===== src/rtl/rv32i_pkg.sv =====
// Shared RV32I types: datapath width, ALU opcodes, major opcodes.
// Also holds the operand-select enums used between decode and issue.
package rv32i_pkg;

   localparam int DPW = 32;

   typedef enum logic [3:0] {
      ADD_OP,
      SUB_OP,
      SLL_OP,
      SLT_OP,
      SLTU_OP,
      XOR_OP,
      SRL_OP,
      SRA_OP,
      OR_OP,
      AND_OP
   } alu_op_t;

   localparam logic [6:0] OPC_OP     = 7'b0110011;
   localparam logic [6:0] OPC_OP_IMM = 7'b0010011;
   localparam logic [6:0] OPC_LUI    = 7'b0110111;
   localparam logic [6:0] OPC_AUIPC  = 7'b0010111;

   localparam logic [6:0] F7_BASE = 7'b0000000;
   localparam logic [6:0] F7_ALT  = 7'b0100000;

   typedef enum logic [1:0] {
      A_RS1,
      A_PC,
      A_ZERO
   } a_sel_t;

   typedef enum logic {
      B_RS2,
      B_IMM
   } b_sel_t;

   // funct3 to operation with funct7 = 0000000
   function automatic alu_op_t base_op(input logic [2:0] f3);
      alu_op_t op;
      case (f3)
         3'd0:    op = ADD_OP;
         3'd1:    op = SLL_OP;
         3'd2:    op = SLT_OP;
         3'd3:    op = SLTU_OP;
         3'd4:    op = XOR_OP;
         3'd5:    op = SRL_OP;
         3'd6:    op = OR_OP;
         default: op = AND_OP;
      endcase
      return op;
   endfunction

endpackage


===== src/rtl/alu_decoder.sv =====
// Combinational decode of OP, OP-IMM, LUI and AUIPC for the integer ALU.
// In: instr. Out: opcode, a_sel, b_sel, imm, rd_we, illegal.
module alu_decoder
   import rv32i_pkg::*;
(
   input  logic [31:0]    instr,
   output alu_op_t        opcode,
   output a_sel_t         a_sel,
   output b_sel_t         b_sel,
   output logic [DPW-1:0] imm,
   output logic           rd_we,
   output logic           illegal
);

   logic [6:0] opc;
   logic [2:0] f3;
   logic [6:0] f7;

   assign opc = instr[6:0];
   assign f3  = instr[14:12];
   assign f7  = instr[31:25];

   always_comb begin
      opcode  = ADD_OP;
      a_sel   = A_ZERO;
      b_sel   = B_IMM;
      imm     = '0;
      illegal = 1'b0;
      unique case (1'b1)
         (opc == OPC_OP): begin
            a_sel = A_RS1;
            b_sel = B_RS2;
            if (f7 == F7_BASE)
               opcode = base_op(f3);
            else if (f7 == F7_ALT && f3 == 3'd0)
               opcode = SUB_OP;
            else if (f7 == F7_ALT && f3 == 3'd5)
               opcode = SRA_OP;
            else
               illegal = 1'b1;
         end
         (opc == OPC_OP_IMM): begin
            a_sel  = A_RS1;
            opcode = base_op(f3);
            imm    = {{(DPW-12){instr[31]}}, instr[31:20]};
            // shifts reuse the upper immediate bits as funct7
            if (f3 == 3'd1 || f3 == 3'd5) begin
               imm = {{(DPW-5){1'b0}}, instr[24:20]};
               if (f3 == 3'd5 && f7 == F7_ALT)
                  opcode = SRA_OP;
               else if (f7 != F7_BASE)
                  illegal = 1'b1;
            end
         end
         (opc == OPC_LUI): begin
            imm = DPW'({instr[31:12], 12'b0});
         end
         (opc == OPC_AUIPC): begin
            a_sel = A_PC;
            imm   = DPW'({instr[31:12], 12'b0});
         end
         default: illegal = 1'b1;
      endcase
      // illegal entries carry ADD with zero operands
      if (illegal) begin
         opcode = ADD_OP;
         a_sel  = A_ZERO;
         b_sel  = B_IMM;
         imm    = '0;
      end
      rd_we = !illegal && (instr[11:7] != 5'd0);
   end

endmodule


===== src/rtl/alu_issue.sv =====
// ALU decode-and-issue stage: source mux, write-back bypass, 1-entry reg.
// In: instr/pc/rs data/fwd, handshakes. Out: opr_a/b, opcode, rd, illegal.
module alu_issue
   import rv32i_pkg::*;
(
   input  logic           clk,
   input  logic           rst,
   input  logic           flush,
   input  logic           in_valid,
   output logic           in_ready,
   input  logic [31:0]    instr,
   input  logic [DPW-1:0] pc,
   output logic [4:0]     rs1_addr,
   output logic [4:0]     rs2_addr,
   input  logic [DPW-1:0] rs1_data,
   input  logic [DPW-1:0] rs2_data,
   input  logic           fwd_valid,
   input  logic [4:0]     fwd_addr,
   input  logic [DPW-1:0] fwd_data,
   output logic           ex_valid,
   input  logic           ex_ready,
   output logic [DPW-1:0] opr_a,
   output logic [DPW-1:0] opr_b,
   output alu_op_t        opcode,
   output logic [4:0]     rd_addr,
   output logic           rd_we,
   output logic           illegal
);

   alu_op_t        dec_op;
   a_sel_t         a_sel;
   b_sel_t         b_sel;
   logic [DPW-1:0] dec_imm;
   logic           dec_we;
   logic           dec_ill;
   logic [DPW-1:0] rs1_val;
   logic [DPW-1:0] rs2_val;
   logic [DPW-1:0] a_val;
   logic [DPW-1:0] b_val;
   logic           accept;

   alu_decoder u_dec (
      .instr   (instr),
      .opcode  (dec_op),
      .a_sel   (a_sel),
      .b_sel   (b_sel),
      .imm     (dec_imm),
      .rd_we   (dec_we),
      .illegal (dec_ill)
   );

   assign rs1_addr = instr[19:15];
   assign rs2_addr = instr[24:20];
   assign in_ready = !flush && (!ex_valid || ex_ready);
   assign accept   = in_valid && in_ready;

   // x0 reads as zero and never takes a bypass hit
   always_comb begin
      rs1_val = '0;
      rs2_val = '0;
      if (rs1_addr != 5'd0)
         rs1_val = (fwd_valid && fwd_addr == rs1_addr) ? fwd_data : rs1_data;
      if (rs2_addr != 5'd0)
         rs2_val = (fwd_valid && fwd_addr == rs2_addr) ? fwd_data : rs2_data;
   end

   always_comb begin
      unique case (a_sel)
         A_RS1:   a_val = rs1_val;
         A_PC:    a_val = pc;
         default: a_val = '0;
      endcase
      b_val = (b_sel == B_RS2) ? rs2_val : dec_imm;
   end

   always_ff @(posedge clk) begin
      if (rst) begin
         ex_valid <= 1'b0;
         opr_a    <= '0;
         opr_b    <= '0;
         opcode   <= ADD_OP;
         rd_addr  <= 5'd0;
         rd_we    <= 1'b0;
         illegal  <= 1'b0;
      end else if (flush) begin
         ex_valid <= 1'b0;
      end else if (accept) begin
         ex_valid <= 1'b1;
         opr_a    <= a_val;
         opr_b    <= b_val;
         opcode   <= dec_op;
         rd_addr  <= instr[11:7];
         rd_we    <= dec_we;
         illegal  <= dec_ill;
      end else if (ex_valid && ex_ready) begin
         ex_valid <= 1'b0;
      end
   end

endmodule


===== config.mk =====
export PLATFORM = sky130hd
export DESIGN_NAME = alu_issue
export DESIGN_NICKNAME = d
export VERILOG_FILES = /design/src/rtl/rv32i_pkg.sv /design/src/rtl/alu_decoder.sv /design/src/rtl/alu_issue.sv
export SDC_FILE = /design/constraint.sdc
export NUM_CORES = 1
export LEC_CHECK = 0
export CAP_MARGIN = 40
export CORE_ASPECT_RATIO = 1.4
export CORE_UTILIZATION = 51
export DETAILED_ROUTE_END_ITERATION = 6
export DONT_BUFFER_PORTS = 1
export PLACE_DENSITY = 0.66
export SYNTH_ARGS = -nofsm -noshare
export SYNTH_HDL_FRONTEND = slang
export SYNTH_HIERARCHICAL = 1
export SYNTH_SLANG_ARGS = --single-unit

===== constraint.sdc =====
create_clock -name clk -period 5.5 [get_ports clk]
set_clock_uncertainty 0.1 [all_clocks]
set_input_delay 0.55 -clock clk [delete_from_list [all_inputs] [get_ports clk]]
set_output_delay 0.55 -clock clk [all_outputs]
set_load 0.005 [all_outputs]

==> results.py, run 1 <==
metrics = {
    "timing": {
        "min_period_ns": 3.000,
        "setup_viol": 0,
        "drv_slew": 0,
        "tns_ns": 0,
        "relSlewSlack_pct": 45.54,
        "fin_crit_sh_pct": 54.54,
        "max_freq_mhz": 333.3,
        "finalHoldViolCount": 0,
        "tightest_slew_ns": 0.8169,
        "rsz0062_at_grt": "false",
        "setup_ws_ns": 2.500,
    },
    "logic_synthesis": {
        "ys_top_cells_by_area": "dfxtp_1 (28%), a41oi_1 (9.0%), a211oi_1 (7.6%)",
        "synth-simple-area-share_pct": 15.42,
        "ys_seq_area_share_pct": 27.58,
        "synth_cell_types": 53,
        "syn_area_sq_um": 5517,
        "synth_warnings": 6,
        "syn_inst": 687,
        "yosys.cell_count.top_type": "dfxtp_1",
        "synth_top_area_share_pct": 27.58,
        "synth.avg_cell_area_sq_um": 8.030,
        "synth_xor_xnor_area_share_pct": 2.064,
        "syn_nets": 858,
        "synth_edf_count": 0,
        "synth_top_family_by_area": "compound AO/OA/AOI/OAI gates",
        "synth_top_area_cell": "dfxtp_1",
        "ys_async_sr_fraction_pct": 0,
        "muxShareOfSynthArea_pct": 0,
        "synthAdderAreaFrac_pct": 0,
        "ys_top_cells_by_count": "dfxtp_1 (76), nand2_1 (65), a41oi_1 (57)",
        "synth-compound-area-share_pct": 45.63,
        "ys_ff_latch": 76,
        "synth_flop_cell": "dfxtp_1",
    },
    "clock_network": {
        "cts-hold-fix-buffers": 0,
        "post-cts-setup-buffer-count": 0,
        "cts_resized": 0,
        "clock_latency_ns": 0.34,
        "cts_root_buf": "clkbuf_16",
        "htreeDepth": 3,
        "cts_made_buffers": 9,
        "cts.reportedPaths.clkPinSlew_ns": 0.06,
        "clk_path_buf_depth": 2,
        "cts_tree": "done",
        "cts.sinks": 76,
    },
    "critical_path": {
        "r2r_setup_slack_ns": 2.94,
        "worstRegToRegCells": 6,
        "r2r_start": "ex_valid$_SDFFE_PP0P_",
        "end_kind": "flop",
        "cp-start-kind": "input port",
        "critPathSlowestCell": "and2_1",
        "reg2reg_to": "opr_b[15]$_SDFFE_PP0P_",
        "arrival_ns": 3.17,
        "startpoint": "instr[6]",
        "critPathMaxFanout": 32,
        "cp.required_ns": 5.67,
        "path_class": "in -> reg",
        "worstPathCellList": "or2_4 -> nor2_2 -> and2_1 -> nor2b_1 -> nor2b_2 -> buf_4 -> nand2_1 -> a311o_1 -> a31oi_1",
        "max_stage_delay_ns": 0.66,
    },
    "global_route": {
        "grt_usage_pct": 34.69,
        "antenna_found_initial": 0,
        "overflow": 0,
        "first_global_vias": 5760,
        "grt_max_degree": 70,
        "grt_pass1_wl_microns": 31080,
    },
    "pwr": {
        "combPwrFrac_pct": 17.1,
        "p_int_mw": 0.9791,
        "powerDensity_nw_per_um2": 244.3,
        "power.total_mw": 1.389,
        "seqPwrFrac_pct": 43.5,
        "leakagePower_nw": 1.895,
        "p_switching_mw": 0.4096,
        "clkPwrFrac_pct": 39.4,
        "p_sw_share_pct": 29.50,
        "vdd_drop_max_v": 0.0001324,
    },
    "placement": {
        "finalWeightedCongestion": 0.9282,
        "dp_hpwl_microns": 13700,
        "placedCellCount": 743,
        "place_ws_ns": 2.246,
        "port_buffers": 0,
    },
    "final_layout": {
        "utilization_pct": 54.35,
        "drive_gt1_share_pct": 11.92,
        "regArea_sq_um": 1521,
        "diodes": 0,
        "multi_input_area_sq_um": 3518,
        "instances_no_fill": 759,
        "final_nets": 787,
        "areaGrowthSynthToFinish_pct": 3.062,
        "nFillCells": 991,
    },
    "route": {
        "viasPerCell": 7.556,
        "drtIter0Drc": 416,
        "routed_wl_microns": 20020,
        "routedWlPerCell_microns": 26.38,
        "drc": 0,
        "drtPass1Iterations": 5,
        "dr_total_vias": 5735,
        "ant_nets": 0,
    },
    "die": {
        "die_y_microns": 125.1,
        "core-area_sq_um": 10460,
        "die_w_microns": 89.90,
        "initial_core_util_pct": 52.74,
        "rows": 44,
        "dieArea_sq_um": 11240,
        "io_pins": 258,
    },
    "hold_path": {
        "holdPathStages": 1,
        "hold_end": "ex_valid$_SDFFE_PP0P_",
        "hold_class": "in -> reg",
        "hold_start": "flush",
    },
    "job": {
        "max_cap_violations": 0,
    },
    "run_status": {
        "status": "completed",
    },
}
==> flip-flops by register name (all words and copies together), names as in the netlist <==
name	flops
rd_we	1
rd_addr	5
opr_a	32
opr_b	32
illegal	1
ex_valid	1
opcode	4
==> power groups by stage <==
stage	combinational (mW)	clock, mW	sequential [mW]
2_1_floorplan	0.208	0	0.608
3_3_place_gp	0.215	0	0.615
3_5_place_dp	0.233	0	0.616
4_1_cts	0.234	0.552	0.604
5_1_grt	0.259	0.576	0.606
6_report	0.238	0.547	0.604
==> area by class of cell <==
class | count | share of cell area [%]
inverter | 2 | 0.1320
timing repair buffer | 15 | 3.433
clock inverter | 6 | 0.7262
tap | 138 | 3.037
multi-input combinational | 512 | 61.88
sequential | 76 | 26.76
clock buffer | 10 | 4.027
==> cells in the final DEF (no fill, tap or decap), types with 2 or more instances in the layout <==
cell type	instances
o21ai_0	56
a21oi_1	21
or4_4	2
xnor2_1	9
buf_8	4
o22ai_1	36
nor2_1	8
o21ai_1	11
a211oi_1	56
a311o_1	8
and3_1	2
a41oi_1	57
nor2b_1	3
a211o_1	24
o22ai_2	20
nand2_1	65
buf_4	8
nor2b_2	2
nand4_1	10
clkinv_2	3
nor2_2	2
clkinv_4	3
xor2_1	3
buf_16	2
dfxtp_1	76
clkbuf_16	9
inv_1	2
a31oi_1	8
nand3_1	35
or3b_1	2
a21o_1	20
a21boi_0	9
and2_1	12
nor3_1	3
nand2b_1	4
==> worst max path at each step <==
| stage | end | slack [ns] | cells after the start |
|---|---|---|---|
| after global routing | opr_a[28]$_SDFFE_PP0P_ | 2.32 | 9 |
| after floorplan | opr_b[11]$_SDFFE_PP0P_ | 2.71 | 10 |
| after CTS | opr_a[28]$_SDFFE_PP0P_ | 2.59 | 9 |
| final | opr_a[21]$_SDFFE_PP0P_ | 2.50 | 9 |
| after detailed placement | opr_a[28]$_SDFFE_PP0P_ | 2.25 | 9 |
| after global placement | opr_b[29]$_SDFFE_PP0P_ | 1.94 | 7 |
==> through the flow <==
step | hold slack, ns | cell area (sq um)
after CTS | 0.1683 | 5685
after floorplan | 0.3527 | 5517
after global placement | 0.3568 | 5280
after global routing | 0.1690 | 5685
after detailed placement | 0.3661 | 5415
final | 0.1787 | 5685
==> cell families (layout without fill, tap and decap cells) <==
kind of cell	after synthesis	after routing
buffers and inverters	99	33
flip-flops	76	76
AO/OA/AOI/OAI	337	337
AND/OR/NAND/NOR	162	162
XOR/XNOR	13	13
==> worst max-delay path, delay by kind of cell <==
| kind | cells | cell delay (ns) |
|---|---|---|
| and+or+nand+nor | 6 | 1.73 |
| AOI/OAI and AO/OA | 2 | 0.51 |
| buffers and inverters | 1 | 0.37 |
==> routing by layer <==
metal  track usage [%]  wire (microns)
met1             39.25            7473
met2             60.32            9982
met4             17.36             680
met3             8.820            1887
met5                 0               0
No activity file was read; power rests on OpenSTA's default activity.
==> inputs of run 2 (changes only) <==
--- a/config.mk
+++ b/config.mk
@@ -10,7 +10,7 @@
 export CORE_UTILIZATION = 51
 export DETAILED_ROUTE_END_ITERATION = 6
 export DONT_BUFFER_PORTS = 1
-export PLACE_DENSITY = 0.66
+export PLACE_DENSITY = 0.69
 export SYNTH_ARGS = -nofsm -noshare
 export SYNTH_HDL_FRONTEND = slang
 export SYNTH_HIERARCHICAL = 1
==> constraint.sdc (replaced) <==
create_clock -name clk -period 2.6 [get_ports clk]
set_clock_uncertainty 0.1 [all_clocks]
set_input_delay 0.26 -clock clk [delete_from_list [all_inputs] [get_ports clk]]
set_output_delay 0.26 -clock clk [all_outputs]
set_load 0.005 [all_outputs]
==> results.py, run 2 (synthesis gave the netlist of run 1 again) <==
metrics = {
    "run_status": {
        "status": "completed",
    },
    "route": {
        "routed_wl_microns": 21120,
        "routedWlPerCell_microns": 25.60,
        "drc": 0,
        "dr_total_vias": 6096,
        "drtIter0Drc": 389,
        "viasPerCell": 7.389,
        "ant_nets": 0,
        "drtPass1Iterations": 5,
    },
    "die": {
        "initial_core_util_pct": 52.74,
        "rows": 44,
        "core-area_sq_um": 10460,
        "die_w_microns": 89.90,
        "dieArea_sq_um": 11240,
        "die_y_microns": 125.1,
        "io_pins": 258,
    },
    "final_layout": {
        "nFillCells": 939,
        "final_nets": 853,
        "final_cell_mix": "dfxtp_1 (76), nand2_1 (65), a41oi_1 (57)",
        "instances_no_fill": 825,
        "drive_gt1_share_pct": 12.37,
        "top_regs": "opr_a x32, opr_b x32, rd_addr x5",
        "layout_commonest_cell": "dfxtp_1",
        "areaGrowthSynthToFinish_pct": 15.38,
        "diodes": 0,
    },
    "critical_path": {
        "end_kind": "flop",
        "arrival_ns": 2.40,
        "cp-start-kind": "flop",
        "path_class": "reg -> reg",
        "critPathMaxFanout": 19,
        "cp.required_ns": 2.72,
    },
    "timing": {
        "min_period_ns": 2.282,
        "drv_slew": 0,
        "max_freq_mhz": 438.2,
        "relSlewSlack_pct": 60.88,
        "rsz0062_at_grt": "false",
        "fin_crit_sh_pct": 87.78,
        "tightest_slew_ns": 0.5854,
        "tns_ns": 0,
        "hold_ws_ns": 0.001257,
        "setup_viol": 0,
        "finalHoldViolCount": 0,
    },
    "global_route": {
        "grt_use_met3_pct": 8.151,
        "first_global_vias": 5954,
        "grt_max_degree": 69,
        "grt_usage_pct": 36.36,
        "met1_usage_pct": 41.73,
        "antenna_found_initial": 0,
        "use_met2_pct": 59.82,
        "grt_pass1_wl_microns": 32440,
        "overflow": 0,
        "busiest_layer": "met2",
    },
    "placement": {
        "dp_hpwl_microns": 14330,
        "finalWeightedCongestion": 0.9512,
        "placedCellCount": 754,
        "port_buffers": 0,
    },
    "clock_network": {
        "cts_made_buffers": 9,
        "clock_latency_ns": 0.33,
        "cts.reportedPaths.clkPinSlew_ns": 0.06,
        "cts_root_buf": "clkbuf_16",
        "cts_tree": "done",
        "htreeDepth": 3,
        "cts.sinks": 76,
        "clk_path_buf_depth": 2,
    },
    "pwr": {
        "powerDensity_nw_per_um2": 496.8,
        "leakagePower_nw": 2.193,
        "vdd_drop_max_v": 0.0002983,
        "power.total_mw": 3.162,
    },
    "job": {
        "max_cap_violations": 0,
    },
    "hold_path": {
        "hold_class": "in -> reg",
    },
}
## run 2: stage by stage
stage          area (sq um)  setup slack [ns]  utilization [%]
6_report               6365            0.3177            60.85
3_3_place_gp           5493            0.1949            52.51
3_5_place_dp           5493            0.1427            52.51
4_1_cts                6365            0.3430            60.85
2_1_floorplan          5517            0.1028                -
5_1_grt                6365            0.1765            60.85
## run 2: repair_timing
item                                    in CTS  in global routing
resized for setup                            0                  0
setup buffers                                0                  0
endpoints found under the hold margin       72                  0
hold buffers                                55                  0
endpoints found under the setup margin       0                  0
## run 2: power breakdown
group	switching [mW]	internal [mW]	leakage, nW
Clock	0.493	0.793	0.149
Sequential	0.0555	1.22	0.621
Combinational	0.336	0.261	1.42
Total	0.884	2.28	2.19
## run 2: worst paths after layout
| path | startpoint | end | slack [ns] | depth (start not counted) |
|---|---|---|---|---|
| worst min register to register | opcode[3]$_SDFFE_PP0P_ | opcode[3]$_SDFFE_PP0P_ | 0.38 | 2 |
| worst max register to register | ex_valid$_SDFFE_PP0P_ | opcode[1]$_SDFFE_PP0P_ | 0.32 | 5 |
| worst min-delay path | rs2_data[9] | opr_b[9]$_SDFFE_PP0P_ | 0.001 | 2 |
| worst max-delay path | ex_valid$_SDFFE_PP0P_ | opcode[1]$_SDFFE_PP0P_ | 0.32 | 5 |
## run 2: worst max-delay path, stage by stage (launching register included)
cell and delay, ns:
dfxtp_1 0.34, nand2b_1 0.39, nand2_1 0.50, nand2_1 0.19, a21oi_1 0.08, dlygate4sd3_1 0.57
## run 2: cell type report
| type | count | area, sq um | share of cell area [%] |
|---|---|---|---|
| Clock buffer | 12 | 256.5 | 4.030 |
| Tap cell | 138 | 172.7 | 2.713 |
| Clock inverter | 4 | 47.55 | 0.7470 |
| Inverter | 2 | 7.507 | 0.1179 |
| Timing Repair Buffer | 81 | 850.8 | 13.37 |
| Sequential cell | 76 | 1521 | 23.90 |
| Multi-Input combinational cell | 512 | 3508 | 55.12 |
## run 2: metal layers
metal / share of wire, % / wire (microns)
met1: 36 / 7560
met2: 47 / 10010
met3: 9.6 / 2034
met4: 7.2 / 1511
met5: 0 / 0
